--- config.mk ---
export PLATFORM = sky130hd
export DESIGN_NAME = tick_scheduler
export DESIGN_NICKNAME = d
export VERILOG_FILES = /design/src/rtl/tick_scheduler.sv
export SDC_FILE = /design/constraint.sdc
export NUM_CORES = 1
export LEC_CHECK = 0
export ABC_AREA = 1
export BUFFER_PORTS_ARGS = -buffer_cell sky130_fd_sc_hd__buf_2
export CAP_MARGIN = 20
export CORE_ASPECT_RATIO = 1.75
export CORE_MARGIN = 8
export CORE_UTILIZATION = 50
export CTS_CLUSTER_DIAMETER = 150
export DETAILED_ROUTE_END_ITERATION = 16
export PLACE_DENSITY = 0.75
export SYNTH_ARGS = -nofsm -noshare
export SYNTH_HDL_FRONTEND = slang
export SYNTH_SLANG_ARGS = --single-unit
--- constraint.sdc ---
create_clock -name CLOCK_50 -period 3.95 [get_ports CLOCK_50]
set_clock_uncertainty 0.1 [all_clocks]
set_input_delay 0.1975 -clock CLOCK_50 [delete_from_list [all_inputs] [get_ports CLOCK_50]]
set_output_delay 0.1975 -clock CLOCK_50 [all_outputs]
set_load 0.01 [all_outputs]
--- src/rtl/tick_scheduler.sv ---
// Frame tick generator with a speed-adjustable divider and a four-phase
// frame sequencer (IDLE -> ERASE -> MOVE -> DRAW) driven by datapath strobes.
module tick_scheduler #(
    parameter int CNT_W       = 27,
    parameter int BASE_PERIOD = 833332,
    parameter int STEP        = 50000,
    parameter int MIN_PERIOD  = 200000
) (
    input  logic             CLOCK_50,
    input  logic             reset,
    input  logic             enable,
    input  logic             speed_up,
    input  logic             phase_done,
    output logic             tick,
    output logic             phase_start,
    output logic [1:0]       phase,
    output logic [CNT_W-1:0] period,
    output logic [7:0]       frame_count,
    output logic             overrun
);

    typedef enum logic [1:0] {
        IDLE  = 2'd0,
        ERASE = 2'd1,
        MOVE  = 2'd2,
        DRAW  = 2'd3
    } state_t;

    localparam logic [CNT_W-1:0] BASE_C = CNT_W'(BASE_PERIOD);
    localparam logic [CNT_W-1:0] STEP_C = CNT_W'(STEP);
    localparam logic [CNT_W-1:0] MIN_C  = CNT_W'(MIN_PERIOD);
    localparam logic [CNT_W-1:0] ONE_C  = {{(CNT_W-1){1'b0}}, 1'b1};
    // One extra bit so the floor comparison cannot wrap for large STEP/MIN.
    localparam logic [CNT_W:0]   FLOOR_C = {1'b0, MIN_C} + {1'b0, STEP_C};

    logic [CNT_W-1:0] counter_reg, counter_next;
    logic [CNT_W-1:0] period_reg, period_next;
    state_t           state_reg, state_next;
    logic             phase_start_reg, phase_start_next;
    logic [7:0]       frame_count_reg, frame_count_next;
    logic             overrun_reg, overrun_next;
    logic             done_ok;

    assign tick        = enable && (counter_reg >= period_reg);
    assign phase       = state_reg;
    assign phase_start = phase_start_reg;
    assign period      = period_reg;
    assign frame_count = frame_count_reg;
    assign overrun     = overrun_reg;

    // Divider and period
    always_comb begin
        counter_next = counter_reg;
        period_next  = period_reg;
        if (enable) begin
            counter_next = tick ? '0 : counter_reg + ONE_C;
        end
        if (speed_up) begin
            period_next = ({1'b0, period_reg} >= FLOOR_C) ? period_reg - STEP_C : MIN_C;
        end
    end

    // A strobe on the launch cycle belongs to the previous phase, so it is ignored.
    assign done_ok = phase_done && !phase_start_reg;

    always_comb begin
        state_next       = state_reg;
        phase_start_next = 1'b0;
        frame_count_next = frame_count_reg;
        overrun_next     = overrun_reg;
        case (state_reg)
            IDLE: begin
                if (tick) begin
                    state_next       = ERASE;
                    phase_start_next = 1'b1;
                end
            end
            ERASE: begin
                if (done_ok) begin
                    state_next       = MOVE;
                    phase_start_next = 1'b1;
                end
                if (tick) overrun_next = 1'b1;
            end
            MOVE: begin
                if (done_ok) begin
                    state_next       = DRAW;
                    phase_start_next = 1'b1;
                end
                if (tick) overrun_next = 1'b1;
            end
            DRAW: begin
                if (done_ok) begin
                    frame_count_next = frame_count_reg + 8'd1;
                    if (tick) begin
                        // Frame finished just in time: chain straight into the next one.
                        state_next       = ERASE;
                        phase_start_next = 1'b1;
                    end else begin
                        state_next = IDLE;
                    end
                end else if (tick) begin
                    overrun_next = 1'b1;
                end
            end
            default: state_next = IDLE;
        endcase
    end

    always_ff @(posedge CLOCK_50 or posedge reset) begin
        if (reset) begin
            counter_reg     <= '0;
            period_reg      <= BASE_C;
            state_reg       <= IDLE;
            phase_start_reg <= 1'b0;
            frame_count_reg <= 8'd0;
            overrun_reg     <= 1'b0;
        end else begin
            counter_reg     <= counter_next;
            period_reg      <= period_next;
            state_reg       <= state_next;
            phase_start_reg <= phase_start_next;
            frame_count_reg <= frame_count_next;
            overrun_reg     <= overrun_next;
        end
    end

endmodule

* Word-level counts from Yosys, hierarchy flattened
Cells that the tools add are included.
** Word-level totals
- Word-level logic and storage cells :: 43
- Memories kept :: 0
- Bits in writable memories :: 0
- Input bits :: 5
- Output and inout port bits :: 40
- Bits in registers :: 66
- Bits in read-only memories :: 0
- Bits in latches :: 0
** Operators by class
- Div/mod/pow operators :: 0
- Bitwise gates (word level) :: 0
- Order comparisons :: 2
- Reductions and logical operators :: 9
- Mux-type cells :: 15
- Shift-type cells :: 0
- Equal/unequal tests :: 8
- Add/subtract/negate cells :: 3
- Multipliers :: 0
** Operators by type and width (number)
- 27-bit 2-to-1 mux :: 2
- 27-bit by 1-bit adder with 27-bit output, second input constant :: 1
- 27-bit by 18-bit >= comparator with 1-bit output, second input constant :: 1
- 27-bit >= comparator :: 1
- 27-bit by 16-bit subtractor with 27-bit output, second input constant :: 1
- 2-bit inequality test, second input constant :: 5
- 8-bit by 1-bit adder with 8-bit output, second input constant :: 1
- 2-bit 2-to-1 mux :: 4
- 2-bit one-hot mux with 4 select lines :: 1
- 1-bit 2-to-1 mux :: 6
- 2-bit == test, second input constant :: 2
- 2-bit AND reduction :: 2
- 4-bit AND reduction :: 1
- 1-bit one-hot mux with 3 select lines :: 1
- 2-bit by 1-bit == test with 1-bit output, second input constant :: 1
- 1-bit logical AND :: 2
- 2-bit logical NOT :: 1
- 1-bit one-hot mux with 2 select lines :: 1
- 2-bit nonzero test :: 1
- 2-bit OR reduction :: 1
- 1-bit logical NOT :: 1

* Longest topological paths before layout
- Depth in word-level cells :: 5
- Depth in mapped cells :: 15
- Gate-level depth less buffers :: 15

* Worst setup path after synthesis
OpenSTA, ideal clock, no wires.
- Kind :: register -> output
- Start :: register period_reg[18] (netlist: period[18])
- End :: output port tick
- Arrival time :: 1.830 ns
- Stages on the path, launching flop included :: 12
- Slack :: 1.822 ns
- Path through :: dfstp_2 -> inv_1 -> ha_1 -> nand2_1 -> nor2_1 -> nand4_1 -> nor2_1 -> nand2_1 -> nand3_2 -> nand2_2 -> inv_4 -> buf_2
** On the way
- Word-level cells in the longest chain between the ends :: 2
** RTL lines
- start: declaration :: RTL line 37 : logic [CNT_W-1:0] period_reg, period_next;
- start signal: assignment :: RTL line 120 : period_reg <= period_next;
- 27-bit >= comparator :: RTL line 44 : assign tick = enable && (counter_reg >= period_reg);
- 1-bit logical AND :: RTL line 44
- end: declaration :: RTL line 14 : output logic tick,
No other way between the ends.

* Final worst setup path
Same ends and word-level chain as after synthesis.

==> reports/results.env <==
MAX-CAP-VIOLATIONS=0
FIRST_GLOBAL_VIAS=3738
IOPINCOUNT=45
UTILIZATION_AFTER_LAYOUT=0.588
MAXUSEDROUTINGLAYER='met4'
GRT_START_MAX_NET_PINS=36
DETAILEDROUTE.FIRSTITERATIONVIOLATIONS=160
GRT_ANTENNA_BEFORE_REPAIR=0
ROUTED-WL-MET3_MICRONS=292
GRT_REMAINING_OVERFLOW=0
HTREE_LEVELS=3
CRITPATHCAPTURETYPE='primary output'
POWER.LEAKAGE_nW=2.58
START_UTIL=0.512
SYNTH-WARNING-COUNT=0
CRITPATHARRIVALTIME_NS=2.45
SYNTH-SEQ-AREA-SHARE=0.373
SYNTH_SEQ_CELLS=63
TIMING.REG2REG.WORST_PATH_DEPTH=12
LARGEST_REGISTER_FF_COUNT=27
NETLIST.AREA_LEADER.SHARE=0.306
POSTROUTEANTENNANETS=0
STAGES_ON_THE_WORST_SETUP_PATH=11
SYNTH.CELL_AREA_SQ_UM=4260
YOSYS-MUX-AREA-FRACTION=0
SYNTH_AREA_PER_CELL_SQ_UM=7.86
TIMING.SETUP.CRITICAL_PATH_CLASS='register to primary output'
HOLD_VIOL_FINAL=0
SYNTHCELLS=542
CRIT_CHAIN='inv_1, ha_1, nand2_1, nor2_1, nand4_1, nor2_1, nand2_1, nand3_2, nand2_2, inv_4, buf_2'
PATH_BUF_INV=3
DRT-VIAS-PER-INSTANCE=5.13
YS_TOP_CELLS_BY_AREA='sky130_fd_sc_hd__dfrtp_1, sky130_fd_sc_hd__nand2_1, sky130_fd_sc_hd__ha_1, sky130_fd_sc_hd__dfstp_2, sky130_fd_sc_hd__inv_1'
FINAL_DESIGN_AREA_NO_FILL_SQ_UM=4880
DRV_SLEW=0
SYNTH_ENABLE_FLOP_CELLS=0
CLK_ROOT_BUFFER_CELL='sky130_fd_sc_hd__clkbuf_16'
DRT-WIRELENGTH-PER-CELL_MICRONS=14.0
CHIPWIDTH_MICRONS=85.8
SYNTH.LARGEST_AREA_CELL='sky130_fd_sc_hd__dfrtp_1'
PLACED_AREA_SQ_UM=4550
VIAS=3629
FINALWIRELENGTH_MICRONS=9880
LAYOUT_WORST_PATH_CYCLE_SHARE=0.696
POST-CTS-SETUP-BUFFERS=0
GRTUSAGETOTAL=0.175
CTS_NUM_SINKS=63
CLK_PIN_SLEW_NS=0.06
TIMING.CRITICAL_PATH.FANOUT_MAX=23
PLACE_WORST_SETUP_SLACK_NS=1.57
SYNTH_COMPOUND_AREA_FRAC=0.0455
DIE_HEIGHT_MICRONS=138
TIMING.CRITICAL_PATH.SLOWEST_STAGE_CELL='sky130_fd_sc_hd__dfstp_2'
PORT-BUFFER-COUNT=41
CRITICAL_PATH.MAX_STAGE_DELAY_NS=0.58
CLOCK_INSERTION_DELAY_WORST_SKEW_NS=0.33
LAYOUT_COMMONEST_CELL='sky130_fd_sc_hd__nand2_1'
WORST_SLEW_MARGIN_REL=0.571
RSZ0062_AT_GRT='false'
RUN_STATUS='complete, no violations'
CORE-AREA_SQ_UM=8310
YOSYS.AREA_SHARE.XOR_XNOR=0.0679
ADDER_CELL_FRACTION_OF_SYNTH_AREA=0.0999
POWERDENSITY_nW_PER_UM2=619
FLOORPLAN.DIE_AREA_SQ_UM=11800
LAYOUT_COMMON_CELLS='sky130_fd_sc_hd__nand2_1, sky130_fd_sc_hd__inv_1, sky130_fd_sc_hd__nor2_1'
DRT-MET1-WL_MICRONS=3870
GRT_PASS1_WL_MICRONS=16600
DRT_PRE_ANTENNA_ITERS=4
DESIGN.FINAL.NETS=626
NUM_ANTENNA_CELLS=0
WORST_PIN_SLEW_NS=0.643
AREA_GROWTH_PCT=14.7
DRC=0
YOSYS.AREA_SHARE.SIMPLE=0.321
HOLDPATHSTAGES=5
LAYOUT-DRIVE-GT1-SHARE=0.186
POSTCTSRESIZEDCELLS=0
HOLD_BUFFERS=1
SYNTH_CELL_TYPE_COUNT=39
ROWS=44
FMAX_MHz=364
MAX-CLOCK-PATH-BUFFERS=2
COMBINATIONAL_FAMILY_WITH_THE_MOST_AREA_AFTER_SYNTHESIS='simple AND/OR/NAND/NOR gates'
SYNTH-MAIN-FF-CELL='sky130_fd_sc_hd__dfrtp_1'
ASYNC_FLOP_SHARE=1.00
FINALSETUPTNS_NS=0
CRITICAL_PATH_REQUIRED_NS=3.65
MIN_CYCLE_TIME_LAYOUT_NS=2.75
POST-DP-HPWL_MICRONS=7580
CTS_TREE='done'
ROUTE.MET2.WL_MICRONS=5380
CP-START-KIND='register'
CTS_BUFFERS=9
SETUP_VIOLATIONS=0
IR_WORST_VDD_mV=0.302
ROUTABILITY_CONGESTION=0.909
HOLD_CLASS='primary input to register'
CRITPATHTOPFAMILY='simple AND/OR/NAND/NOR gates'
SETUP_WS_NS=1.20
==> synth_stat cells, types with 9 or more instances <==
cell and n:
sky130_fd_sc_hd__a21oi_1 14, sky130_fd_sc_hd__inv_1 74, sky130_fd_sc_hd__nor2_1 57, sky130_fd_sc_hd__nand3_1 42
sky130_fd_sc_hd__nand2_1 117, sky130_fd_sc_hd__xor2_1 25, sky130_fd_sc_hd__nor3_1 12, sky130_fd_sc_hd__ha_1 34
sky130_fd_sc_hd__dfstp_2 11, sky130_fd_sc_hd__nor2_2 9, sky130_fd_sc_hd__nand4_1 17, sky130_fd_sc_hd__dfrtp_1 52
sky130_fd_sc_hd__o21ai_0 11
==> where the power goes <==
part           switching, W  internal (W)  total, W
logic              0.000694      0.000410   0.00110
registers          0.000199      0.000851   0.00105
clock network      0.000285      0.000586  0.000871
total               0.00118       0.00185   0.00303
==> routing by layer <==
layer  vias to the layer above  track usage
met1                      1719        0.175
met4                         0        0.107
li1                       1818            -
met3                        26       0.0350
met5                         -            0
met2                        66        0.317
==> path summary, 6_finish.rpt <==
check                            from          end  slack [ns]
max                        period[18]         tick        1.20
min                        phase_done  phase_start        0.10
min reg2reg                 period[2]    period[2]        0.37
max reg2reg                period[18]  phase_start        1.69
min in group asynchronous       reset      overrun        0.40
max in group asynchronous       reset   period[13]        2.44
==> logic make-up (layout without fill, tap and decap cells) <==
group | count (synthesis) | after routing
adder cells (fa/ha/maj) | 34 | 34
flip-flops | 63 | 63
buffers and inverters | 94 | 142
AO/OA/AOI/OAI | 35 | 35
AND/OR/NAND/NOR | 282 | 282
other | 1 | 3
XOR/XNOR | 33 | 33
==> through the flow <==
| stage | hold WS (ns) | power (W) | std cells |
|---|---|---|---|
| floorplan | 0.314 | 0.00181 | 544 |
| global placement | 0.223 | 0.00211 | 690 |
| detailed placement | 0.230 | 0.00216 | 690 |
| CTS | 0.0860 | 0.00305 | 707 |
| global route | 0.137 | 0.00325 | 707 |
| finish | 0.103 | 0.00303 | 707 |
==> worst min-delay path: stages <==
cell and delay (ns):
sky130_fd_sc_hd__buf_2 0.09, sky130_fd_sc_hd__inv_1 0.04, sky130_fd_sc_hd__nor2_1 0.04, sky130_fd_sc_hd__nand3_1 0.07
sky130_fd_sc_hd__nand2_1 0.05
==> layout make-up <==
cell class	count	area, sq um
Timing Repair Buffer	43	223
Multi-Input combinational cell	387	2290
Inverter	83	314
Fill cell	749	3430
Tap cell	115	144
Clock buffer	13	260
Sequential cell	63	1590
Clock inverter	3	65.1
Note: power is estimated with default switching activity, not from simulation.
